File: src/rtl/neuron_core.sv
// Sequential single-neuron MAC engine with start/done handshake and step activation.
// Optional NEURON_SAT_EN: saturate each accumulate step instead of wrapping.
module neuron_core #(
    parameter int N    = 4,
    parameter int BW   = 8,
    parameter int ACCW = 16,
    parameter int BIAS = -50
) (
    input  logic                   CLK100MHZ,
    input  logic                   rst_n,
    input  logic                   wr_en,
    input  logic                   wr_sel,
    input  logic [2:0]             wr_addr,
    input  logic signed [BW-1:0]   wr_data,
    input  logic                   start,
    output logic                   busy,
    output logic                   done,
    output logic                   out,
    output logic signed [ACCW-1:0] acc_out
);

    typedef enum logic [1:0] {IDLE, MAC, FIN} state_t;

    localparam logic signed [ACCW-1:0] BIAS_V = ACCW'(BIAS);
    localparam logic [2:0]             LAST   = 3'(N - 1);

    state_t                 state, state_d;
    logic signed [BW-1:0]   w [N];
    logic signed [BW-1:0]   x [N];
    logic [2:0]             idx, idx_d;
    logic signed [ACCW-1:0] acc, acc_d, sum, acc_out_d;
    logic signed [2*BW-1:0] prod;
    logic                   busy_d, done_d, out_d;

    always_comb begin
        prod = '0;
        for (int i = 0; i < N; i++) begin
            if (idx == 3'(i)) prod = w[i] * x[i];
        end
    end

`ifdef NEURON_SAT_EN
    logic signed [ACCW:0] wide;

    // One guard bit exposes overflow; clamp toward the sign of the true sum.
    always_comb begin
        wide = {acc[ACCW-1], acc} + (ACCW+1)'(prod);
        if (wide[ACCW] != wide[ACCW-1]) begin
            sum = wide[ACCW] ? {1'b1, {(ACCW-1){1'b0}}}
                             : {1'b0, {(ACCW-1){1'b1}}};
        end else begin
            sum = wide[ACCW-1:0];
        end
    end
`else
    assign sum = acc + ACCW'(prod);
`endif

    always_ff @(posedge CLK100MHZ or negedge rst_n) begin
        if (!rst_n) begin
            for (int i = 0; i < N; i++) begin
                w[i] <= '0;
                x[i] <= '0;
            end
        end else if (wr_en && state == IDLE) begin
            for (int i = 0; i < N; i++) begin
                if (wr_addr == 3'(i)) begin
                    if (wr_sel) w[i] <= wr_data;
                    else        x[i] <= wr_data;
                end
            end
        end
    end

    always_comb begin
        state_d   = state;
        acc_d     = acc;
        idx_d     = idx;
        busy_d    = busy;
        done_d    = 1'b0;
        out_d     = out;
        acc_out_d = acc_out;
        unique case (state)
            IDLE: begin
                if (start) begin
                    acc_d   = BIAS_V;
                    idx_d   = '0;
                    busy_d  = 1'b1;
                    state_d = MAC;
                end
            end
            MAC: begin
                acc_d = sum;
                idx_d = idx + 3'd1;
                if (idx == LAST) state_d = FIN;
            end
            FIN: begin
                acc_out_d = acc;
                out_d     = (acc > 0);
                done_d    = 1'b1;
                busy_d    = 1'b0;
                state_d   = IDLE;
            end
            default: state_d = IDLE;
        endcase
    end

    always_ff @(posedge CLK100MHZ or negedge rst_n) begin
        if (!rst_n) begin
            state   <= IDLE;
            acc     <= '0;
            idx     <= '0;
            busy    <= 1'b0;
            done    <= 1'b0;
            out     <= 1'b0;
            acc_out <= '0;
        end else begin
            state   <= state_d;
            acc     <= acc_d;
            idx     <= idx_d;
            busy    <= busy_d;
            done    <= done_d;
            out     <= out_d;
            acc_out <= acc_out_d;
        end
    end

endmodule

File: config.mk
export PLATFORM = sky130hd
export DESIGN_NAME = neuron_core
export DESIGN_NICKNAME = d
export VERILOG_FILES = /design/src/rtl/neuron_core.sv
export SDC_FILE = /design/constraint.sdc
export NUM_CORES = 1
export LEC_CHECK = 0
export CAP_MARGIN = 20
export CORE_ASPECT_RATIO = 1.1
export CORE_MARGIN = 2
export CORE_UTILIZATION = 35
export CTS_BUF_LIST = sky130_fd_sc_hd__clkbuf_8
export CTS_CLUSTER_SIZE = 40
export DETAILED_ROUTE_END_ITERATION = 12
export PLACE_DENSITY = 0.55
export SLEW_MARGIN = 20
export SYNTH_ARGS = -nofsm -noshare
export SYNTH_HDL_FRONTEND = slang
export SYNTH_SLANG_ARGS = --single-unit
File: constraint.sdc
create_clock -name CLK100MHZ -period 8.05 [get_ports CLK100MHZ]
set_input_delay 2.0125 -clock CLK100MHZ [delete_from_list [all_inputs] [get_ports CLK100MHZ]]
set_output_delay 2.0125 -clock CLK100MHZ [all_outputs]
set_load 0.03 [all_outputs]
# Word-level counts from Yosys, hierarchy flattened
# Cells that the tools add are included.
[op_classes]
n_shift = 0
mux = 14
reduce_logical = 17
n_lt_le_gt_ge = 1
addsub = 2
bitwise = 1
mul = 4
n_eq_ne = 10
div = 0
[op_table]
columns = ["op", "n"]
rows = [
  ["$mux W16", 5],
  ["$mul A8 B8 Y16", 4],
  ["$pmux W16 S2", 1],
  ["$reduce_and A3 Y1", 8],
  ["$add A16 B16 Y16", 1],
  ["$gt A16 B1 Y1 const B", 1],
  ["$eq A3 B2 Y1 const B", 4],
  ["$eq A3 B1 Y1 const B", 2],
  ["$logic_not A3 Y1", 2],
  ["$pmux W3 S2", 1],
  ["$reduce_and A2 Y1", 3],
  ["$mux W2", 2],
  ["$ne A2 B2 Y1 const B", 2],
  ["$pmux W2 S2", 1],
  ["$reduce_bool A2 Y1", 2],
  ["$add A3 B1 Y3 const B", 1],
  ["$mux W3", 1],
  ["$eq A2 B1 Y1 const B", 1],
  ["$eq A2 B2 Y1 const B", 1],
  ["$logic_not A2 Y1", 1],
  ["$mux W1", 2],
  ["$pmux W1 S2", 1],
  ["$logic_and A1 B1 Y1", 1],
  ["$not A1 Y1", 1],
]
[word_totals]
rom_bits = 0
elab_cells = 64
output_inout_bits = 19
ramBits = 0
n_memories = 0
latchBits = 0
register_bits = 104
inputBits = 16

# Longest topological paths before layout
[logic_depth]
word_depth = 7
depth_mapped = 27

# Worst setup path before layout
# OpenSTA, ideal clock, no wires.
[synth_timing]
path_type = "reg2reg"
start = "reg w[31] (netlist bit)"
end = "reg acc[15]"
arrival_ns = 5.869
path_stages_with_launch = 26
t_required_ns = 7.925
path_buffers = 1
period_less_slack_ns = 5.994
setup_slack_ns = 2.056
path_cell_list = "dfrtp_1 > clkbuf_1 > and2_1 > fa_1 > inv_1 > fa_1 > inv_1 > fa_1 > inv_1 > fa_1 > inv_1 > ha_1 > or3_1 > a32oi_1 > nor2_1 > o31a_1 > ha_1 > nand3_1 > nor3b_1 > nor2_1 > a211o_1 > o21a_1 > o21ai_0 > a211oi_1 > o31a_1 > mux2_2"
[synth_via]
elab_chain_len = 7
[synth_rtl]
columns = ["element", "line", "rtl"]
rows = [
  ["start: declaration", "28", "logic signed [BW-1:0] w [N];"],
  ["start signal: indexed assignment", "68", "if (wr_sel) w[i] <= wr_data;"],
  ["$mul A8 B8 Y16", "38", "if (idx == 3'(i)) prod = w[i] * x[i];"],
  ["$mux W16 (4 in series)", "38", ""],
  ["$add A16 B16 Y16", "56", "assign sum = acc + ACCW'(prod);"],
  ["$pmux W16 S2", "83", "unique case (state)"],
  ["end signal: assignment", "111", "acc <= '0;"],
  ["end signal: assignment", "119", "acc <= acc_d;"],
  ["end: declaration", "31", "logic signed [ACCW-1:0] acc, acc_d, sum, acc_out_d;"],
]
# Every way passes these cells.
# A chain may end at the register's enable or synchronous reset.

# Final worst setup path
[layout_timing]
start = "reg w[29] (netlist bit)"
end = "reg acc[15]"
# The elaborated chain is that of the path after synthesis.

==> metrics.txt <==
status=finished, final reports clean; Vias=10,200; Slew @ Worst Pin=0.957 ns; Die Span X=200 um; worst slack at placement=1.61 ns; Area Growth Syn to Fin=7.98%; # rows=78; RePlAce Congestion=0.849; insertion delay to the later sink of the worst-skew pair=0.45 ns; post-synth top area share=0.300; final wirelength=34,600 um; GRT Residual Overflow=0; Initial Util=0.356; EDFF count, synth=0; post-synthesis register bit count=104; DRT antenna net count=0; WL met1=16,500 um; CP Data Arrival Time=6.84 ns; setup slack, reg-to-reg=1.56 ns; RR Startpoint=w[29]; Setup TNS Final=0 ns; Resized Gates After CTS=0; Netlist cell types=51; Critical Path End Type=flip-flop; Worst Hold Depth=2; die area=0.0438 mm^2; crit path kind=reg2reg; Synth Area in Adders=0.416; Post-synth top cells=314 x inv_1, 221 x fa_1, 147 x and2_1; R2R depth=25; layout cell share with drive strength beyond 1=0.0691; Die Y=219 um; vias in the first global route=10,700; simple-gate share of the synthesized area=0.141; final setup violation count=0; core area=0.0414 mm^2; Final Cycle Share=0.806; largest net degree at the start of global routing=71; First-pass DRT Iterations=5; I/O Buffers=34; Max FO, Critical Path=9; nature of the critical path startpoint=flip-flop; synth warn=0; starting DRC count in detailed routing=420; Root Driver=clkbuf_8; global-route wire length before repair=57,400 um; all-layer global routing usage=0.170; Max Cap Viol=0; RSZ-0062 raised after global routing=no; setup bufs post-CTS=0; clk buf depth=2; Max Clk Rate=0.154 GHz; Primary FF master, synth=dfrtp_1; main combinational cell family by area after synthesis=adder cells; drt drc=0; nets@finish=1,931; Worst Hold Class=reg2reg; Slew headroom=0.362; RR Endpoint=acc[15]; synth top area cells=fa_1 30%, dfrtp_1 18%, ha_1 12%, inv_1 8.0%, and2_1 6.2%; CTS tree=done; Hold Path Sink=out; hold_buf cts=0; Top Ports=35; vias per cell=4.79; Hold Fails Final Rpt=0; synthesized area per cell=9.64 um^2; WL met2=16,900 um; most frequent cell after synthesis=inv_1; clk slew on worst S/H paths=0.12 ns; Mapped Area=0.0147 mm^2; dpl hpwl=28,500 um; multiplexer share of the synthesized area=0.0610; crit path time final=6.49 ns; Post-synth ARST share=1.00; met3 WL post-DR=639 um; CTS Buf Count=9; DR top layer=met4; antenna diode count=0; Hold Crit Start=out; setup slack after layout=1.56 ns; largest area contributor in the netlist=fa_1; Clock Skew=0.0165 ns; drt wl/cell=16.3 um; Synth Instances=1,529; Seq/Total Area, Yosys=0.177; initial antenna violation count=0; Synth Area in XOR/XNOR=0.0434; CTS H-Tree Depth=3; post-synthesis compound-gate area fraction=0.0766; max-slew violation count=0; syn_nets=1,903; CP required=8.40 ns; Clock Sinks=104
-- state kept, by name, summed over array words and instances (netlist names) --
signal	count
out	1
state	2
x	32
busy	1
w	32
acc_out	16
done	1
idx	3
acc	16
-- worst max-delay path by stage --
| stage | from | endpoint | slack [ns] |
|---|---|---|---|
| 2_1_floorplan | w[31] | acc[15] | 2.06 |
| 3_3_place_gp | w[29] | acc[15] | 1.65 |
| 3_5_place_dp | w[29] | acc[15] | 1.61 |
| 4_1_cts | w[29] | acc[15] | 1.57 |
| 5_1_grt | x[18] | acc[15] | 1.16 |
| 6_report | w[29] | acc[15] | 1.56 |
-- area by class of cell --
class                   instances  area [um^2]
clock buffers                   9          124
clock inverters                 7         53.8
fillers                      4324        25500
inverters                     316         1190
multi-input cells            1089        10900
flip-flops and latches        104         2600
well taps                     560          701
repair buffers                 37          360
-- cell families after synthesis --
family                   after synthesis
AO/OA/AOI/OAI                        174
multiplexers                          80
flip-flops                           104
XOR/XNOR                              73
AND/OR/NAND/NOR                      404
buffers and inverters                336
adder cells (fa/ha/maj)              358
-- critical path, cell delays in order (launching register included) --
cell       delay [ns]
dfrtp_1          0.49
and2_1           0.22
fa_1             0.54
inv_1            0.06
fa_1             0.53
inv_1            0.05
fa_1             0.48
inv_1            0.05
fa_1             0.48
inv_1            0.05
ha_1             0.31
a21oi_1          0.23
o21bai_1         0.10
a2111oi_0        0.42
nor3_1           0.15
a31oi_1          0.22
xor2_1           0.10
o221ai_1         0.26
o21ai_0          0.14
o21ai_0          0.23
ha_1             0.32
a21oi_1          0.17
o21ai_0          0.12
o211a_1          0.14
o31a_1           0.27
mux2_2           0.26
-- per-layer routing --
layer / global-route usage / up-vias
met3: 0.0166 / 27
met1: 0.237 / 5163
met2: 0.281 / 103
li1: - / 4874
met5: 0 / -
met4: 0.0472 / 0
-- through the flow --
stage	util	hold WS [ns]	instance area (um^2)	std cells
6_report	0.385	0.505	15900	2122
5_1_grt	0.385	0.537	15900	2122
4_1_cts	0.385	0.511	15900	2122
3_5_place_dp	0.380	0.481	15700	2106
3_3_place_gp	0.380	0.471	15700	2106
2_1_floorplan	-	0.491	14700	1529
-- cells in the final DEF, fill, tap and decap left out, types with 10 or more instances in the layout --
cell               n
inv_1            314
fa_1             221
and2_1           147
ha_1             137
nand2_1          107
dfrtp_1          104
mux2_2            79
nor2_1            58
xnor2_1           51
a21oi_1           47
o21ai_0           47
clkdlybuf4s50_1   33
nand2b_1          25
xor2_1            22
nor3_1            21
nand3_1           14
a21o_1            11
a211oi_1          10
Power is left out: the tool's default activity adds up to more than one toggle a clock period on the data nets, which glitch-free logic cannot reach.
